--- src/rtl/led_pwm_pkg.sv ---
// Shared constants for the LED PWM peripheral: register word addresses
// and the prescaler width.
package led_pwm_pkg;

  localparam int ADDR_DIRECT    = 0;
  localparam int ADDR_MODE      = 1;
  localparam int ADDR_PRESCALE  = 2;
  localparam int ADDR_COUNT     = 3;
  localparam int ADDR_DUTY_BASE = 4;

  localparam int PRESCALE_W     = 16;

endpackage

--- src/rtl/led_pwm_ctrl_timebase.sv ---
// Shared PWM timebase: a prescaler producing a one-cycle tick every
// prescale+1 cycles, and the free-running PWM counter it advances.
module pwm_timebase
  import led_pwm_pkg::*;
#(
  parameter int PWM_W = 8
) (
  input  logic                  clk,
  input  logic                  reset,
  input  logic [PRESCALE_W-1:0] prescale,
  input  logic                  prescale_wr,
  output logic                  tick,
  output logic                  period_start,
  output logic [PWM_W-1:0]      pwm_cnt
);

  logic [PRESCALE_W-1:0] presc_cnt_reg, presc_cnt_next;
  logic [PWM_W-1:0]      pwm_cnt_reg, pwm_cnt_next;

  always_comb begin
    tick         = (presc_cnt_reg == prescale);
    period_start = tick && (pwm_cnt_reg == '1);
    // A new prescale value restarts the divider; the tick still uses the old phase.
    presc_cnt_next = (prescale_wr || tick) ? '0 : presc_cnt_reg + PRESCALE_W'(1);
    pwm_cnt_next   = tick ? pwm_cnt_reg + PWM_W'(1) : pwm_cnt_reg;
  end

  always_ff @(posedge clk) begin
    if (reset) begin
      presc_cnt_reg <= '0;
      pwm_cnt_reg   <= '0;
    end else begin
      presc_cnt_reg <= presc_cnt_next;
      pwm_cnt_reg   <= pwm_cnt_next;
    end
  end

  assign pwm_cnt = pwm_cnt_reg;

endmodule

--- src/rtl/led_pwm_ctrl.sv ---
// Avalon-MM LED controller: per-channel direct or PWM drive, with duty
// values shadowed to PWM period boundaries so outputs never glitch.
module led_pwm_ctrl
  import led_pwm_pkg::*;
#(
  parameter int NUM_CH = 10,
  parameter int PWM_W  = 8,
  parameter int ADDR_W = 4
) (
  input  logic              clk,
  input  logic              reset,
  input  logic [ADDR_W-1:0] address,
  input  logic              chipselect,
  input  logic              read,
  input  logic              write,
  input  logic [31:0]       writedata,
  output logic [31:0]       readdata,
  output logic [NUM_CH-1:0] led_out
);

  logic                          wr_en, rd_en;
  logic                          wr_direct, wr_mode, wr_prescale;
  logic [NUM_CH-1:0]             direct_reg, mode_reg;
  logic [PRESCALE_W-1:0]         prescale_reg;
  logic [NUM_CH-1:0][PWM_W-1:0]  duty_val;
  logic [NUM_CH-1:0]             led_next, led_out_reg;
  logic [31:0]                   rd_data, readdata_reg;
  logic                          unused_tick, period_start;
  logic [PWM_W-1:0]              pwm_cnt;
  logic                          unused_wdata;

  assign wr_en        = chipselect && write;
  assign rd_en        = chipselect && read;
  assign wr_direct    = wr_en && (address == ADDR_W'(ADDR_DIRECT));
  assign wr_mode      = wr_en && (address == ADDR_W'(ADDR_MODE));
  assign wr_prescale  = wr_en && (address == ADDR_W'(ADDR_PRESCALE));
  assign unused_wdata = ^writedata;

  pwm_timebase #(
    .PWM_W (PWM_W)
  ) u_timebase (
    .clk          (clk),
    .reset        (reset),
    .prescale     (prescale_reg),
    .prescale_wr  (wr_prescale),
    .tick         (unused_tick),
    .period_start (period_start),
    .pwm_cnt      (pwm_cnt)
  );

  always_ff @(posedge clk) begin
    if (reset) begin
      direct_reg   <= '0;
      mode_reg     <= '0;
      prescale_reg <= '0;
    end else begin
      if (wr_direct)   direct_reg   <= writedata[NUM_CH-1:0];
      if (wr_mode)     mode_reg     <= writedata[NUM_CH-1:0];
      if (wr_prescale) prescale_reg <= writedata[PRESCALE_W-1:0];
    end
  end

  generate
    for (genvar gi = 0; gi < NUM_CH; gi++) begin : g_ch
      logic             duty_we;
      logic [PWM_W-1:0] duty_reg, duty_sh_reg;

      assign duty_we = wr_en && (address == ADDR_W'(ADDR_DUTY_BASE + gi));

      always_ff @(posedge clk) begin
        if (reset) begin
          duty_reg    <= '0;
          duty_sh_reg <= '0;
        end else begin
          if (duty_we) duty_reg <= writedata[PWM_W-1:0];
          // Direct-mode channels track duty continuously so PWM entry starts clean.
          if (period_start || !mode_reg[gi]) duty_sh_reg <= duty_reg;
        end
      end

      assign duty_val[gi] = duty_reg;
      assign led_next[gi] = mode_reg[gi] ? (pwm_cnt < duty_sh_reg) : direct_reg[gi];
    end
  endgenerate

  always_comb begin
    rd_data = '0;
    if (address == ADDR_W'(ADDR_DIRECT)) begin
      rd_data[NUM_CH-1:0] = direct_reg;
    end else if (address == ADDR_W'(ADDR_MODE)) begin
      rd_data[NUM_CH-1:0] = mode_reg;
    end else if (address == ADDR_W'(ADDR_PRESCALE)) begin
      rd_data[PRESCALE_W-1:0] = prescale_reg;
    end else if (address == ADDR_W'(ADDR_COUNT)) begin
      rd_data[PWM_W-1:0] = pwm_cnt;
    end else begin
      for (int i = 0; i < NUM_CH; i++) begin
        if (address == ADDR_W'(ADDR_DUTY_BASE + i)) rd_data[PWM_W-1:0] = duty_val[i];
      end
    end
  end

  always_ff @(posedge clk) begin
    if (reset) begin
      readdata_reg <= '0;
      led_out_reg  <= '0;
    end else begin
      if (rd_en) readdata_reg <= rd_data;
      led_out_reg <= led_next;
    end
  end

  assign readdata = readdata_reg;
  assign led_out  = led_out_reg;

endmodule

--- config.mk ---
export PLATFORM = sky130hd
export DESIGN_NAME = led_pwm_ctrl
export DESIGN_NICKNAME = d
export VERILOG_FILES = /design/src/rtl/led_pwm_pkg.sv /design/src/rtl/led_pwm_ctrl_timebase.sv /design/src/rtl/led_pwm_ctrl.sv
export SDC_FILE = /design/constraint.sdc
export NUM_CORES = 1
export LEC_CHECK = 0
export ABC_AREA = 1
export CAP_MARGIN = 40
export CORE_UTILIZATION = 59
export CTS_CLUSTER_DIAMETER = 80
export DETAILED_ROUTE_END_ITERATION = 12
export GPL_ROUTABILITY_DRIVEN = 0
export GPL_TIMING_DRIVEN = 1
export HOLD_SLACK_MARGIN = 0.05
export PLACE_DENSITY = 0.8
export SYNTH_ARGS = -nofsm -noshare
export SYNTH_HDL_FRONTEND = slang
export SYNTH_SLANG_ARGS = --single-unit
--- constraint.sdc ---
create_clock -name clk -period 2.5 [get_ports clk]
set_input_delay 0.375 -clock clk [delete_from_list [all_inputs] [get_ports clk]]
set_output_delay 0.375 -clock clk [all_outputs]
set_load 0.03 [all_outputs]
==> impl_metrics.py, run 1 <==
metrics = {
    "worst_setup_path": {
        "crit_path_end_kind": "flop",
        "path_class": "reg -> reg",
        "cp.required_ps": 2920,
        "critPathLaunchType": "flop",
        "arrival_ps": 2730,
        "critPathMaxFanout": 10,
    },
    "synthesis": {
        "yosysWarnings": 0,
        "syn_area_sq_um": 11700,
        "yosys.cell_types.count": 29,
        "synth-seq-area-share": 0.422,
        "syn-mean-instance-area_sq_um": 7.17,
        "synthCells": 1628,
        "synth.ff_latch_count": 246,
    },
    "cts": {
        "cts-root-buf": "clkbuf_16",
        "clkLatencyLatePin_ps": 540,
        "cts_made_buffers": 26,
        "cts.sinks": 246,
        "clockBufferDepth": 3,
        "h-tree-depth": 1,
        "cts_setup_buffers": 0,
        "cts_tree": "yes",
        "cts.clk_slew.worst_paths_ps": 60,
    },
    "outcome": {
        "status": "finished, final reports clean",
    },
    "finish": {
        "mostFrequentLayoutCell": "nand2_1",
        "syn_to_final_growth_pct": 16.6,
        "drive_gt1_frac": 0.0684,
        "nNetsFinal": 1804,
        "most-common-layout-cells": "289 x nand2_1, 246 x dfxtp_1, 224 x a21oi_1, 191 x inv_1, 182 x o21ai_0",
        "num_antenna_cells": 0,
    },
    "routing": {
        "final_antenna_net_count": 0,
        "dr_wl_met2_um": 14700,
        "highest_layer": "met4",
        "vias_per_cell": 5.63,
        "vias": 11100,
        "drt_pass1_iterations": 5,
        "wl_met3_um": 3080,
        "wl_per_cell_um": 16.7,
        "wirelength_met1_um": 14000,
        "drc": 0,
        "wl_um": 33100,
        "drt_iter0_markers": 1272,
    },
    "timing": {
        "slew_viol_final": 0,
        "skew_ps": 8.68,
        "fin_crit_ps": 2300,
        "hold_viol": 0,
        "period_share": 0.922,
        "grt_setup_unrepaired": "no",
        "setup_tns_ps": 0,
        "worstMarginPinSlew_ps": 692,
        "setup_viol": 0,
        "fmax_mhz": 434,
        "timing.final.ws_setup_ps": 195,
        "slew-limit-headroom": 0.538,
    },
    "global_routing": {
        "grt_max_degree": 87,
        "antenna_found_initial": 0,
        "grt_overflow": 0,
        "grt_pass1_wl_um": 53300,
        "track_usage": 0.334,
        "grt_pass1_vias": 10300,
    },
    "die": {
        "dieWidth_um": 143,
        "ios": 83,
        "die_area_sq_um": 20400,
        "die_h_um": 143,
        "rows": 51,
        "core_sq_um": 19400,
        "start_util": 0.602,
    },
    "placed_design": {
        "portBuffers": 50,
        "pre_cts_ws_ps": 85.1,
        "dp_hpwl_um": 22200,
    },
    "pwr": {
        "power.density_nw_per_um2": 695,
        "ir_worst_vdd_mv": 0.584,
        "finalPower_w": 0.00946,
        "cellLeakagePower_nw": 5.17,
    },
    "min_path": {
        "hold_class": "in -> reg",
    },
    "run": {
        "cap_violations": 0,
    },
}
[worst paths after layout]
| path | from | to | slack, ps | depth (start not counted) |
|---|---|---|---|---|
| max reg2reg | u_timebase.presc_cnt_reg[6]$_SDFF_PP0_ | g_ch[4].duty_sh_reg[2]$_SDFFE_PP0P_ | 200 | 11 |
| min reg2reg | readdata[2]$_SDFFE_PP0P_ | readdata[2]$_SDFFE_PP0P_ | 470 | 2 |
| min | reset | led_out[4]$_SDFF_PP0_ | 190 | 3 |
| max | u_timebase.presc_cnt_reg[6]$_SDFF_PP0_ | g_ch[4].duty_sh_reg[2]$_SDFFE_PP0P_ | 200 | 11 |
[Yosys cell counts]
cell type / count / share of area
conb_1: 1 / 0.00032
ha_1: 72 / 0.077
xor2_1: 4 / 0.0030
a31oi_1: 1 / 0.00054
nor2_2: 2 / 0.0011
buf_4: 21 / 0.014
xnor2_1: 4 / 0.0030
a21oi_1: 224 / 0.096
nand4_1: 27 / 0.014
nand2_2: 1 / 0.00054
dfxtp_1: 246 / 0.42
inv_1: 193 / 0.062
nand3_4: 1 / 0.0015
clkbuf_1: 63 / 0.020
nor2_1: 172 / 0.055
nand2_1: 289 / 0.093
inv_2: 1 / 0.00032
nor4_1: 2 / 0.0011
o21a_1: 7 / 0.0045
nor3b_1: 8 / 0.0051
nor3_1: 14 / 0.0060
buf_2: 3 / 0.0013
o21ai_0: 182 / 0.078
a41oi_1: 2 / 0.0015
and3_1: 1 / 0.00054
buf_1: 2 / 0.00064
nand3_1: 81 / 0.035
a211oi_1: 3 / 0.0019
o21bai_1: 1 / 0.00064
[where the power goes]
part / switching (W) / total (W) / internal, W
Clock: 0.00166 / 0.00429 / 0.00264
Sequential: 0.0000424 / 0.00403 / 0.00398
Combinational: 0.000723 / 0.00114 / 0.000416
Total: 0.00242 / 0.00946 / 0.00703
[repair_timing]
item | in CTS | in global routing
setup endpoints to repair | 0 | 1
hold buffers | 0 | 0
gates resized for setup | 0 | 1
[layout make-up]
type	count	area (sq um)
Clock buffer	32	744
Clock inverter	16	220
Fill cell	1579	5780
Inverter	194	729
Multi-Input combinational cell	1114	5670
Sequential cell	246	4920
Tap cell	265	332
Timing Repair Buffer	109	996
[kinds of logic after synthesis]
kind of cell | count (synthesis) | share of synthesized area
simple gates | 598 | 0.213
compound gates | 420 | 0.183
buf+inv | 283 | 0.0981
flops | 246 | 0.422
fa+ha+maj | 72 | 0.0772
xor+xnor | 8 | 0.00600
other cells | 1 | 0.000321
[per-stage QoR]
step	util	instances	hold WS (ps)	cell area (sq um)
floorplan	-	1643	441	11700
global placement	0.650	1927	462	12600
detailed placement	0.652	1928	464	12600
CTS	0.702	1976	182	13600
global route	0.702	1976	196	13600
finish	0.702	1976	187	13600
[worst max-delay path: stages, from the launching register on]
cell and delay, ps:
dfxtp_1 400, inv_1 90, nand2_1 60, nand4_1 130, nor4_1 290, nand2_1 150
inv_2 140, nand3_4 220, nand2_1 310, inv_1 180, nor2_1 150, nor2_1 70
[metal layers]
layer | GRT usage | vias to the layer above
li1 | - | 5439
met1 | 0.454 | 5081
met2 | 0.535 | 506
met3 | 0.0453 | 103
met4 | 0.137 | 0
met5 | 0 | -
Note: power is estimated with default switching activity, not from simulation.
==> run 2, diff against run 1 <==
--- a/config.mk
+++ b/config.mk
@@ -7,13 +7,12 @@
 export LEC_CHECK = 0
 export ABC_AREA = 1
 export CAP_MARGIN = 40
-export CORE_UTILIZATION = 59
+export CORE_UTILIZATION = 42
 export CTS_CLUSTER_DIAMETER = 80
 export DETAILED_ROUTE_END_ITERATION = 12
 export GPL_ROUTABILITY_DRIVEN = 0
 export GPL_TIMING_DRIVEN = 1
 export HOLD_SLACK_MARGIN = 0.05
-export PLACE_DENSITY = 0.8
 export SYNTH_ARGS = -nofsm -noshare
 export SYNTH_HDL_FRONTEND = slang
 export SYNTH_SLANG_ARGS = --single-unit
==> run 2 against run 1 <==
  * Register-to-register slack improved by 130 ps
  * Sequential share of layout area is 0.86 points lower
  * Non-clock buffer count grew 10
  * Routed wire length rose by 6.1%
  * Flip-flop and latch count stayed put
  * Maximum frequency is 5.9% higher
  * Clock skew grew 12 ps
  * Final area grew 2.4%
  * Highest routed layer unchanged
==> impl_metrics.py, run 2 (synthesized netlist as in run 1, its figures left out) <==
metrics = {
    "outcome": {
        "status": "finished, final reports clean",
    },
    "worst_setup_path": {
        "path_class": "reg -> reg",
        "critPathLaunchType": "flop",
        "critPathMaxFanout": 10,
        "crit_path_end_kind": "flop",
        "crit_path_frequent_cell": "nand2_1",
        "critPathSlowestCell": "dfxtp_1",
        "critical_path.max_stage_delay_ps": 420,
        "r2r-start": "u_timebase.presc_cnt_reg[6]$_SDFF_PP0_",
        "worstRegToRegCells": 11,
        "crit_path_cell_trace": "inv_1, nand2_1, nand4_1, nor4_1, nand2_1, inv_2, nand3_4, nand2_2, buf_4, o21ai_0, a21oi_1",
        "r2r_slack_ps": 320,
        "arrival_ps": 2650,
        "rr_endpoint": "g_ch[0].duty_sh_reg[3]$_SDFFE_PP0P_",
        "cp.required_ps": 2980,
    },
    "pwr": {
        "finalPower_w": 0.00982,
        "ir_worst_vdd_mv": 0.489,
        "power.density_nw_per_um2": 704,
        "cellLeakagePower_nw": 5.28,
    },
    "timing": {
        "worstMarginPinSlew_ps": 710,
        "period_share": 0.870,
        "whs_ps": 392,
        "fin_crit_ps": 2180,
        "hold_viol": 0,
        "slew_viol_final": 0,
        "slew-limit-headroom": 0.526,
        "skew_ps": 20.6,
        "grt_setup_unrepaired": "no",
        "fmax_mhz": 460,
        "setup_viol": 0,
    },
    "cts": {
        "cts.clk_slew.worst_paths_ps": 60,
        "cts_tree": "yes",
        "clockBufferDepth": 3,
        "holdBufCountCts": 0,
        "cts_made_buffers": 28,
        "clkLatencyLatePin_ps": 550,
        "cts-root-buf": "clkbuf_16",
        "h-tree-depth": 1,
        "cts_resized": 0,
        "cts.sinks": 246,
        "cts_setup_buffers": 0,
    },
    "die": {
        "start_util": 0.431,
        "rows": 60,
        "core_sq_um": 27100,
        "ios": 83,
        "dieWidth_um": 169,
        "die_area_sq_um": 28500,
        "die_h_um": 169,
    },
    "finish": {
        "num_antenna_cells": 0,
        "most-common-layout-cells": "286 x nand2_1, 246 x dfxtp_1, 224 x a21oi_1, 191 x inv_1, 182 x o21ai_0",
        "drive_gt1_frac": 0.0765,
        "nNetsFinal": 1816,
        "syn_to_final_growth_pct": 19.5,
        "mostFrequentLayoutCell": "nand2_1",
    },
    "global_routing": {
        "grt_pass1_wl_um": 55900,
        "track_usage": 0.250,
        "antenna_found_initial": 0,
        "grt_max_degree": 106,
        "grt_overflow": 0,
        "grt_pass1_vias": 10100,
    },
    "routing": {
        "wl_per_cell_um": 16.7,
        "drc": 0,
        "vias": 10800,
        "drt_pass1_iterations": 5,
        "wl_um": 35100,
        "vias_per_cell": 5.14,
        "final_antenna_net_count": 0,
        "drt_iter0_markers": 871,
    },
    "min_path": {
        "worstHoldStart": "reset",
        "holdPathEnd": "g_ch[4].duty_reg[5]$_SDFFE_PP0P_",
        "holdPathStages": 3,
        "hold_class": "in -> reg",
    },
    "placed_design": {
        "dp_hpwl_um": 23900,
        "portBuffers": 50,
    },
    "run": {
        "cap_violations": 0,
    },
}
## run 2: routing by layer
layer	GRT usage	wire (um)	up-vias
li1	-	-	5470
met3	0.0309	2020	58
met2	0.401	15600	305
met4	0.0727	822	0
met5	0	0	-
met1	0.352	16700	4952
## run 2: critical path, delay by kind of cell (launching register included)
kind,cells,cell delay [ps]
flops,1,420
compound gates,2,220
simple gates,6,1030
buf+inv,3,430
## run 2: final cells by class
| class | instances | area, sq um |
|---|---|---|
| Tap cell | 372 | 465 |
| Fill cell | 2631 | 13200 |
| Clock buffer | 34 | 774 |
| Inverter | 194 | 729 |
| Sequential cell | 246 | 4920 |
| Multi-Input combinational cell | 1114 | 5680 |
| Clock inverter | 18 | 275 |
| Timing Repair Buffer | 119 | 1100 |
## run 2: worst max-delay path by stage
stage | from | to | slack, ps | depth (start not counted)
floorplan | u_timebase.presc_cnt_reg[0]$_SDFF_PP0_ | u_timebase.presc_cnt_reg[14]$_SDFF_PP0_ | 610 | 13
global placement | address[1] | readdata[5]$_SDFFE_PP0P_ | -0.1 | 15
detailed placement | address[0] | readdata[5]$_SDFFE_PP0P_ | -20 | 14
CTS | u_timebase.presc_cnt_reg[8]$_SDFF_PP0_ | g_ch[5].duty_sh_reg[6]$_SDFFE_PP0P_ | 180 | 11
global route | u_timebase.presc_cnt_reg[0]$_SDFF_PP0_ | u_timebase.presc_cnt_reg[14]$_SDFF_PP0_ | 60 | 13
finish | u_timebase.presc_cnt_reg[6]$_SDFF_PP0_ | g_ch[0].duty_sh_reg[3]$_SDFFE_PP0P_ | 320 | 11
## run 2: metrics by stage
step,cells,worst slack [ps],util,TNS (ps),instance area [sq um]
final,2097,324,0.515,0,13900
after global routing,2097,64.7,0.515,0,13900
after CTS,2097,179,0.514,0,13900
after detailed placement,2045,-19.4,0.475,-19.4,12900
after global placement,2045,-0.112,0.475,-0.112,12900
after floorplan,1643,614,-,0,11700
## run 2: power breakdown
group	switching (W)	leakage [nW]	internal [W]	total, W
Sequential	0.0000421	1.99	0.00398	0.00403
Combinational	0.000723	2.77	0.000419	0.00114
Clock	0.00173	0.520	0.00293	0.00465
Total	0.00249	5.28	0.00733	0.00982
